## src/rtl/uart_pkg.sv

```systemverilog
// Shared UART definitions: receiver state encoding, legal oversampling
// ratios and the parity helper used by both the RX and TX sides.
package uart_pkg;

  typedef enum logic [2:0] {
    IDLE,
    START,
    DATA,
    PARITY,
    STOP
  } uart_state_e;

  localparam int unsigned PRESCALE_8  = 8;
  localparam int unsigned PRESCALE_16 = 16;
  localparam int unsigned PRESCALE_32 = 32;

  // Parity bit that accompanies `data`: even parity when par_type is 0,
  // odd parity when par_type is 1. Unused upper bits must be zero.
  function automatic logic uart_parity(input logic [31:0] data, input logic par_type);
    return (^data) ^ par_type;
  endfunction

  // Any oversampling ratio other than 16 or 32 falls back to 8.
  function automatic logic [31:0] uart_prescale_legal(input logic [31:0] prescale);
    case (prescale)
      PRESCALE_16: return PRESCALE_16;
      PRESCALE_32: return PRESCALE_32;
      default:     return PRESCALE_8;
    endcase
  endfunction

endpackage

```

## src/rtl/uart_rx_sampler.sv

```systemverilog
// Bit-time counter and three-point majority sampler. edge_cnt sits at 0
// while run is low, so the cycle that first sees the start bit counts as
// position 0 of the start bit.
module uart_rx_sampler #(
  parameter int prescaleWidth = 6
) (
  input  logic                     clk,
  input  logic                     rst,
  input  logic                     run,
  input  logic [prescaleWidth-1:0] prescale,
  input  logic                     rx_s,
  output logic                     sampled_bit,
  output logic                     sample_done,
  output logic                     bit_end
);

  logic [prescaleWidth-1:0] edge_cnt;
  logic [prescaleWidth-1:0] half;
  logic [prescaleWidth-1:0] mid_lo;
  logic [prescaleWidth-1:0] mid_hi;
  logic [prescaleWidth-1:0] decide;
  logic [prescaleWidth-1:0] last;
  logic [2:0]               samples;

  assign half   = prescale >> 1;
  assign mid_lo = half - prescaleWidth'(1);
  assign mid_hi = half + prescaleWidth'(1);
  assign decide = half + prescaleWidth'(2);
  assign last   = prescale - prescaleWidth'(1);

  // Advance the in-bit position and capture the line around mid-bit.
  always_ff @(posedge clk) begin
    if (!rst) begin
      edge_cnt <= '0;
      samples  <= 3'b111;
    end else begin
      if (!run) begin
        edge_cnt <= '0;
      end else if (edge_cnt == last) begin
        edge_cnt <= '0;
      end else begin
        edge_cnt <= edge_cnt + prescaleWidth'(1);
      end
      if (run) begin
        if (edge_cnt == mid_lo) samples[0] <= rx_s;
        if (edge_cnt == half)   samples[1] <= rx_s;
        if (edge_cnt == mid_hi) samples[2] <= rx_s;
      end
    end
  end

  assign sampled_bit = (samples[0] & samples[1]) |
                       (samples[0] & samples[2]) |
                       (samples[1] & samples[2]);
  assign sample_done = (edge_cnt == decide);
  assign bit_end     = (edge_cnt == last);

endmodule

```

## src/rtl/uart_rx.sv

```systemverilog
// Oversampling UART receiver: synchroniser, frame FSM, deserialiser and
// parity/stop checking. Results are single-cycle registered pulses.
//
// state  | meaning
// -------+---------------------------------------------------------------
// IDLE   | line idle, waiting for rx_s low
// START  | start bit; a majority of 1 at mid-bit is a glitch
// DATA   | shifting data bits in, LSB first
// PARITY | parity bit, compared against the received data
// STOP   | stop bit; result issued at mid-bit, then straight back to IDLE
module uart_rx
  import uart_pkg::*;
#(
  parameter int dataWidth     = 8,
  parameter int prescaleWidth = 6
) (
  input  logic                     clk,
  input  logic                     rst,
  input  logic                     rx_in,
  input  logic [prescaleWidth-1:0] prescale,
  input  logic                     par_en,
  input  logic                     par_type,
  output logic [dataWidth-1:0]     p_data,
  output logic                     data_valid,
  output logic                     par_err,
  output logic                     stop_err
);

  localparam int CW = (dataWidth > 1) ? $clog2(dataWidth) : 1;
  localparam logic [CW-1:0] BIT_LAST = CW'(dataWidth - 1);

  uart_state_e              state;
  logic [1:0]               sync;
  logic                     rx_s;
  logic [CW-1:0]            bit_cnt;
  logic [dataWidth-1:0]     shift_reg;
  logic [prescaleWidth-1:0] p_lat;
  logic                     pe_lat;
  logic                     pt_lat;
  logic                     par_bad;
  logic                     cnt_run;
  logic                     sampled_bit;
  logic                     sample_done;
  logic                     bit_end;

  // Two-flop synchroniser; resets to the idle (high) line level.
  always_ff @(posedge clk) begin
    if (!rst) begin
      sync <= 2'b11;
    end else begin
      sync <= {sync[0], rx_in};
    end
  end

  assign rx_s = sync[1];

  // The bit counter runs from the first low cycle in IDLE and is cleared
  // in the same cycle the FSM drops back to IDLE, so a new start bit can
  // be timed from position 0 on the very next cycle.
  always_comb begin
    cnt_run = 1'b1;
    case (state)
      IDLE:    cnt_run = ~rx_s;
      START:   if (sample_done && sampled_bit) cnt_run = 1'b0;
      STOP:    if (sample_done) cnt_run = 1'b0;
      default: cnt_run = 1'b1;
    endcase
  end

  uart_rx_sampler #(
    .prescaleWidth(prescaleWidth)
  ) u_sampler (
    .clk        (clk),
    .rst        (rst),
    .run        (cnt_run),
    .prescale   (p_lat),
    .rx_s       (rx_s),
    .sampled_bit(sampled_bit),
    .sample_done(sample_done),
    .bit_end    (bit_end)
  );

  // Frame FSM with deserialiser, checkers and registered result pulses.
  always_ff @(posedge clk) begin
    if (!rst) begin
      state      <= IDLE;
      bit_cnt    <= '0;
      shift_reg  <= '0;
      p_lat      <= prescaleWidth'(PRESCALE_8);
      pe_lat     <= 1'b0;
      pt_lat     <= 1'b0;
      par_bad    <= 1'b0;
      p_data     <= '0;
      data_valid <= 1'b0;
      par_err    <= 1'b0;
      stop_err   <= 1'b0;
    end else begin
      data_valid <= 1'b0;
      par_err    <= 1'b0;
      stop_err   <= 1'b0;
      case (state)
        IDLE: begin
          if (!rx_s) begin
            state   <= START;
            p_lat   <= prescaleWidth'(uart_prescale_legal(32'(prescale)));
            pe_lat  <= par_en;
            pt_lat  <= par_type;
            bit_cnt <= '0;
            par_bad <= 1'b0;
          end
        end
        START: begin
          if (sample_done && sampled_bit) begin
            state <= IDLE;
          end else if (bit_end) begin
            state <= DATA;
          end
        end
        DATA: begin
          if (sample_done) begin
            shift_reg <= {sampled_bit, shift_reg[dataWidth-1:1]};
          end
          if (bit_end) begin
            if (bit_cnt == BIT_LAST) begin
              bit_cnt <= '0;
              state   <= pe_lat ? PARITY : STOP;
            end else begin
              bit_cnt <= bit_cnt + CW'(1);
            end
          end
        end
        PARITY: begin
          if (sample_done) begin
            par_bad <= (sampled_bit != uart_parity(32'(shift_reg), pt_lat));
          end
          if (bit_end) begin
            state <= STOP;
          end
        end
        STOP: begin
          if (sample_done) begin
            state <= IDLE;
            if (!sampled_bit) begin
              stop_err <= 1'b1;
            end else if (par_bad) begin
              par_err <= 1'b1;
            end else begin
              p_data     <= shift_reg;
              data_valid <= 1'b1;
            end
          end
        end
        default: state <= IDLE;
      endcase
    end
  end

endmodule
```

## config.mk

```make
export PLATFORM = sky130hd
export DESIGN_NAME = uart_rx
export DESIGN_NICKNAME = d
export VERILOG_FILES = /design/src/rtl/uart_pkg.sv /design/src/rtl/uart_rx_sampler.sv /design/src/rtl/uart_rx.sv
export SDC_FILE = /design/constraint.sdc
export NUM_CORES = 1
export LEC_CHECK = 0
export CAP_MARGIN = 20
export CORE_MARGIN = 10
export CORE_UTILIZATION = 50
export DETAILED_ROUTE_END_ITERATION = 10
export GPL_TIMING_DRIVEN = 1
export PLACE_DENSITY_LB_ADDON = 0.08
export SYNTH_ARGS = -nofsm -noshare
export SYNTH_HDL_FRONTEND = slang
export SYNTH_SLANG_ARGS = --single-unit
```

## constraint.sdc

```tcl
create_clock -name clk -period 2.55 [get_ports clk]
set_clock_uncertainty 0.05 [all_clocks]
set_input_delay 0.51 -clock clk [delete_from_list [all_inputs] [get_ports clk]]
set_output_delay 0.51 -clock clk [all_outputs]
set_load 0.005 [all_outputs]
```

==> flow_summary_export.csv, run 1 <==
group,metric,value,unit
global_route,grtUsageTotal,0.122,
synthesis,synthesis.nets,248,
synthesis,avgSynthCellArea,8.94,um2
synthesis,ys_top_cells_by_area,"dfxtp_1 (41%), mux2i_1 (9.7%), nor2_1 (7.5%)",
setup_path,critPathCapture,"shift_reg[0]",
pwr,pwr-share-clk,0.408,
setup_path,crit_cells,7,
sta,period_share,0.905,
synthesis,synthesis.area,2060,um2
sta,maxSlewViolCount,0,
setup_path,crit_path_start,"u_sampler.edge_cnt[0]",
floorplanning,num_rows,23,
synthesis,synth_edf_count,0,
route,dr_wl_met3,181,um
clock_network,clock_sinks,42,
pwr,pwr-share-seq,0.526,
sta,rsz0062_at_grt,"false",
floorplanning,die_x,84.1,um
route,vias_per_cell,5.16,
synthesis,ys_seq_elements,42,
floorplanning,start_util,0.514,
setup_path,worst-r2r-cell-count,7,
pwr,sw_frac_of_total,0.221,
clock_network,path_clk_slew,0.08,ns
finish,diodes,0,
floorplanning,core_area,4000,um2
global_route,grt_pass1_vias,1596,
sta,min_period,2.31,ns
route,drc,0,
clock_network,post_cts_resize_count,0,
setup_path,worstPathCellList,"inv_1 > ha_1 > nand2b_1 > or4_1 > or3_1 > mux2i_1 > nor2_1",
placed_design,gp_congestion,0.804,
setup_path,path_buf_inv,1,
pwr,power_switching,282,uW
job,max_cap_violations,0,
global_route,overflow,0,
setup_path,r2r_end,"shift_reg[0]",
setup_path,rrSetupSlack,0.24,ns
placed_design,port_buffers,21,
global_route,grt_pass1_wl,7.33,mm
finish,finalInstanceArea,2440,um2
setup_path,setup.worst_path.start_class,"flip-flop",
clock_network,cts_root_buf,"clkbuf_8",
setup_path,slowest_stage,"or3_1",
setup_path,crit_path_max_fanout,8,
synthesis,postSynthCellCount,230,
sta,setup_violations,0,
clock_network,cts_tree,"built",
synthesis,ys_seq_area_frac,0.409,
clock_network,htreeDepth,2,
route,wl_per_cell,13.3,um
route,drt-initial-drc-count,81,
sta,clock.fmax,433,MHz
worst_hold_path,holdCritPathClass,"flip-flop to flip-flop",
synthesis,synth.largest_area_cell,"dfxtp_1",
finish,drive_above_1_share,0.0706,
sta,setup_tns,0,ns
clock_network,numCtsBuffers,5,
setup_path,crit_arrival,2.44,ns
route,antenna_left,0,
route,routed_wl,4.05,mm
floorplanning,boundaryPins,22,
placed_design,placed_cell_area,2330,um2
setup_path,critPathTopFamily,"simple AND/OR/NAND/NOR gates",
synthesis,synthMostInstantiatedCell,"dfxtp_1",
clock_network,clk_path_buf_depth,2,
setup_path,r2r-start,"u_sampler.edge_cnt[0]",
placed_design,hpwl,3.01,mm
route,dr_total_vias,1575,
pwr,power.density,523,nW/um2
floorplanning,dieArea,7080,um2
synthesis,yosys.area.top_type_share,0.409,
pwr,combPwrFrac,0.065,
setup_path,critical_path_class,"flip-flop to flip-flop",
pwr,peakVddDrop,0.295,mV
setup_path,cp.required,2.68,ns
sta,finalHoldViolCount,0,
clock_network,clock_latency,0.30,ns
sta,tightest_slew,0.790,ns
sta,max_slew_margin,0.468,
synthesis,yosysUniqueCellTypes,40,
clock_network,hold_buffers,0,
route,drt-met1-wl,2.09,mm
pwr,internal_power,994,uW
route,top_layer,"met4",
finish,syn2layout_area_growth,18.6,%
synthesis,async_reset_ff_frac,0,
route,dr_wl_met2,1.74,mm
synthesis,yosys_warnings,0,
setup_path,cpPeakStageDelay,0.57,ns
finish,nets,272,
global_route,grt_max_degree,29,
floorplanning,die_y,84.1,um
route,dr.pass1.iters,4,
synthesis,ys.flop_type,"dfxtp_1",
setup_path,cp-end-kind,"flip-flop",
synthesis,yosys-top-cells-count,"dfxtp_1 (42), nor2_1 (41), mux2i_1 (20)",
global_route,antenna_found_initial,0,
outcome,outcome,"completed",
pwr,leakagePower,0.00103,uW
clock_network,post_cts_buffers,0,
power by group through the flow:
stage / combinational [uW] / sequential (uW) / clock (uW)
2_1_floorplan: 55.9 / 681 / 0
3_3_place_gp: 82.9 / 687 / 0
3_5_place_dp: 83.1 / 687 / 0
4_1_cts: 83.5 / 671 / 533
5_1_grt: 94.2 / 673 / 554
6_report: 83.4 / 671 / 521
how the worst min path moves through the flow:
stage               startpoint  endpoint  cells after the start  slack (ns)
floorplan              sync[0]   sync[1]                      1        0.34
global placement       sync[0]   sync[1]                      1        0.35
detailed placement     sync[0]   sync[1]                      1        0.35
CTS                    sync[0]   sync[1]                      1        0.37
global route           sync[0]   sync[1]                      1        0.39
finish                 sync[0]   sync[1]                      1        0.36
through the flow:
stage          hold WS (ns)  total power, uW  utilization  std cells  worst slack, ns
2_1_floorplan         0.336              737            -        230            0.503
3_3_place_gp          0.351              769        0.582        297            0.260
3_5_place_dp          0.350              770        0.582        297            0.248
4_1_cts               0.369             1290        0.609        305            0.241
5_1_grt               0.395             1320        0.609        305           0.0799
6_report              0.363             1280        0.609        305            0.241
cells in the final DEF, fill, tap and decap left out, types with 2 or more instances in the layout:
cell type        netlist  routed
nor2_1                41      41
nand2b_1               5       5
a31oi_1                2       2
mux2i_1               20      20
xor2_1                10      10
nor3_1                 3       3
nor4_1                 3       3
clkbuf_8               0       5
nand2_1               12      12
or4_1                  3       3
nand4_1                3       3
dfxtp_1               42      42
xnor2_1               12      12
a32oi_1                2       2
a21oi_1                8       8
inv_1                 10      10
or3_1                  3       3
clkdlybuf4s50_1        0      21
buf_4                  0       9
ha_1                   7       7
nand3_1                8       8
o21ai_0                5       5
metal layers:
layer,track usage,vias up
met3,0.0420,4
met2,0.186,24
met4,0.0365,0
met1,0.156,710
met5,0,-
li1,-,837
final cells by class:
class / count / area (um2)
clock inverters: 2 / 37.5
multi-input cells: 165 / 1110
clock buffers: 6 / 72.6
well taps: 50 / 62.6
inverters: 10 / 37.5
repair buffers: 30 / 278
fillers: 378 / 1560
flip-flops and latches: 42 / 841
logic make-up (layout without fill, tap and decap cells):
group | after synthesis | after routing | share of synthesized area
flops | 42 | 42 | 0.409
mux | 20 | 20 | 0.0974
xor+xnor | 23 | 23 | 0.105
fa+ha+maj | 8 | 8 | 0.0475
simple gates | 88 | 88 | 0.206
compound gates | 26 | 26 | 0.0828
buf+inv | 23 | 48 | 0.0517
No activity file was read; power rests on OpenSTA's default activity.
==> run 2, diff against run 1 <==
==> constraint.sdc (replaced) <==
create_clock -name clk -period 2.6 [get_ports clk]
set_clock_uncertainty 0.05 [all_clocks]
set_input_delay 0.52 -clock clk [delete_from_list [all_inputs] [get_ports clk]]
set_output_delay 0.52 -clock clk [all_outputs]
set_load 0.005 [all_outputs]
==> flow_summary_export.csv, run 2 (same netlist as run 1, synthesis figures left out) <==
group,metric,value,unit
placed_design,dp_slack,0.285,ns
worst_hold_path,min_path_cells,1,
job,max_cap_violations,0,
clock_network,post_cts_resize_count,0,
route,routed_wl,4.04,mm
global_route,grt_max_degree,29,
setup_path,rrSetupSlack,0.27,ns
finish,syn2layout_area_growth,16.9,%
worst_hold_path,hp-start,"sync[0]",
floorplanning,die_x,84.1,um
finish,fill_cells,366,
worst_hold_path,holdCritPathClass,"flip-flop to flip-flop",
finish,finalCoreUtilization,0.601,
setup_path,setup.worst_path.start_class,"flip-flop",
clock_network,post_cts_buffers,0,
clock_network,path_clk_slew,0.08,ns
sta,rsz0062_at_grt,"false",
global_route,grtUsageTotal,0.121,
pwr,p_total,1160,uW
setup_path,cpPeakStageDelay,0.57,ns
clock_network,htreeDepth,2,
pwr,power.density,483,nW/um2
route,dr.pass1.iters,4,
finish,final_cell_mix,"dfxtp_1 (42), nor2_1 (41), clkdlybuf4s50_1 (21), mux2i_1 (20)",
clock_network,clock_sinks,42,
placed_design,hpwl,2.95,mm
clock_network,cts_root_buf,"clkbuf_8",
sta,setup_violations,0,
floorplanning,dieArea,7080,um2
setup_path,crit_arrival,2.45,ns
sta,finalHoldViolCount,0,
setup_path,critical_path_class,"flip-flop to flip-flop",
setup_path,slowest_stage,"or3_1",
route,drc,0,
finish,nets,270,
setup_path,r2r_end,"shift_reg[4]",
worst_hold_path,min_to,"sync[1]",
sta,min_period,2.33,ns
route,wl_per_cell,13.3,um
sta,tightest_slew,0.857,ns
route,antenna_left,0,
sta,maxSlewViolCount,0,
finish,layout_commonest_cell,"dfxtp_1",
setup_path,worst-r2r-cell-count,7,
clock_network,numCtsBuffers,5,
clock_network,clk_path_buf_depth,2,
global_route,antenna_found_initial,0,
finish,drive_above_1_share,0.0672,
floorplanning,die_y,84.1,um
pwr,peakVddDrop,0.426,mV
placed_design,gp_congestion,0.831,
setup_path,r2r-start,"u_sampler.edge_cnt[0]",
outcome,outcome,"completed",
floorplanning,boundaryPins,22,
clock_network,hold_buffers,0,
sta,period_share,0.895,
global_route,overflow,0,
global_route,grt_pass1_vias,1616,
sta,fin_ws,0.274,ns
setup_path,crit_path_max_fanout,8,
sta,clock.fmax,430,MHz
floorplanning,start_util,0.514,
setup_path,cp.required,2.73,ns
clock_network,clock_latency,0.29,ns
setup_path,cp-end-kind,"flip-flop",
route,drt-initial-drc-count,54,
route,dr_total_vias,1604,
pwr,leakagePower,0.00101,uW
setup_path,worstPathCellList,"inv_1 > ha_1 > nand2b_1 > or4_1 > or3_1 > mux2i_1 > nor2_1",
finish,diodes,0,
floorplanning,num_rows,23,
sta,max_slew_margin,0.423,
placed_design,port_buffers,21,
sta,setup_tns,0,ns
clock_network,cts_tree,"built",
route,vias_per_cell,5.29,
floorplanning,core_area,4000,um2
global_route,grt_pass1_wl,7.35,mm
[run 2: cell count changes in the layout (fill, tap and decap cells not counted), sizes merged]
| cell | before | now |
|---|---|---|
| clkinv | 0 | 2 |
| clkbuf | 6 | 5 |
| buf | 9 | 7 |
| bufinv | 1 | 0 |
[run 2: how the worst max path moves through the flow]
stage                               start      endpoint  slack (ns)  cells after the start
finish              u_sampler.edge_cnt[0]  shift_reg[4]        0.27                      7
detailed placement  u_sampler.edge_cnt[0]  shift_reg[4]        0.28                      7
CTS                 u_sampler.edge_cnt[0]  shift_reg[4]        0.27                      7
global route        u_sampler.edge_cnt[0]  shift_reg[4]        0.14                      7
global placement    u_sampler.edge_cnt[0]  shift_reg[2]        0.32                      7
floorplan                        p_lat[3]    bit_cnt[0]        0.55                      7
[run 2: final cells by class]
| cell class | instances | area [um2] | share of cell area |
|---|---|---|---|
| multi-input cells | 165 | 1110 | 0.461 |
| flip-flops and latches | 42 | 841 | 0.350 |
| repair buffers | 28 | 263 | 0.109 |
| clock buffers | 5 | 68.8 | 0.0286 |
| well taps | 50 | 62.6 | 0.0260 |
| inverters | 10 | 37.5 | 0.0156 |
| clock inverters | 3 | 21.3 | 0.00885 |
[run 2: report_power, final]
part	internal (uW)	switching [uW]	total [uW]	leakage, uW
clock network	189	233	422	0.0000441
registers	649	9.22	658	0.000339
logic	38.2	41.9	80.0	0.000631
[run 2: layer usage]
| layer | vias to the layer above | wire length [um] | track usage |
|---|---|---|---|
| li1 | 831 | - | - |
| met1 | 735 | 2020 | 0.151 |
| met2 | 33 | 1760 | 0.194 |
| met3 | 5 | 203 | 0.0352 |
| met4 | 0 | 51 | 0.0381 |
| met5 | - | 0 | 0 |
[run 2: per-stage QoR]
| stage | cells | instance area [um2] | hold slack, ns |
|---|---|---|---|
| global placement | 295 | 2310 | 0.348 |
| floorplan | 230 | 2060 | 0.336 |
| detailed placement | 295 | 2310 | 0.350 |
| global route | 303 | 2400 | 0.388 |
| finish | 303 | 2400 | 0.372 |
| CTS | 303 | 2400 | 0.377 |
[run 2: worst max-delay path, delay by kind of cell, from the launching register on]
| family | cells | cell delay, ns |
|---|---|---|
| buffers and inverters | 1 | 0.10 |
| flip-flops | 1 | 0.36 |
| multiplexers | 1 | 0.23 |
| AND/OR/NAND/NOR | 4 | 1.24 |
| adder cells (fa/ha/maj) | 1 | 0.23 |
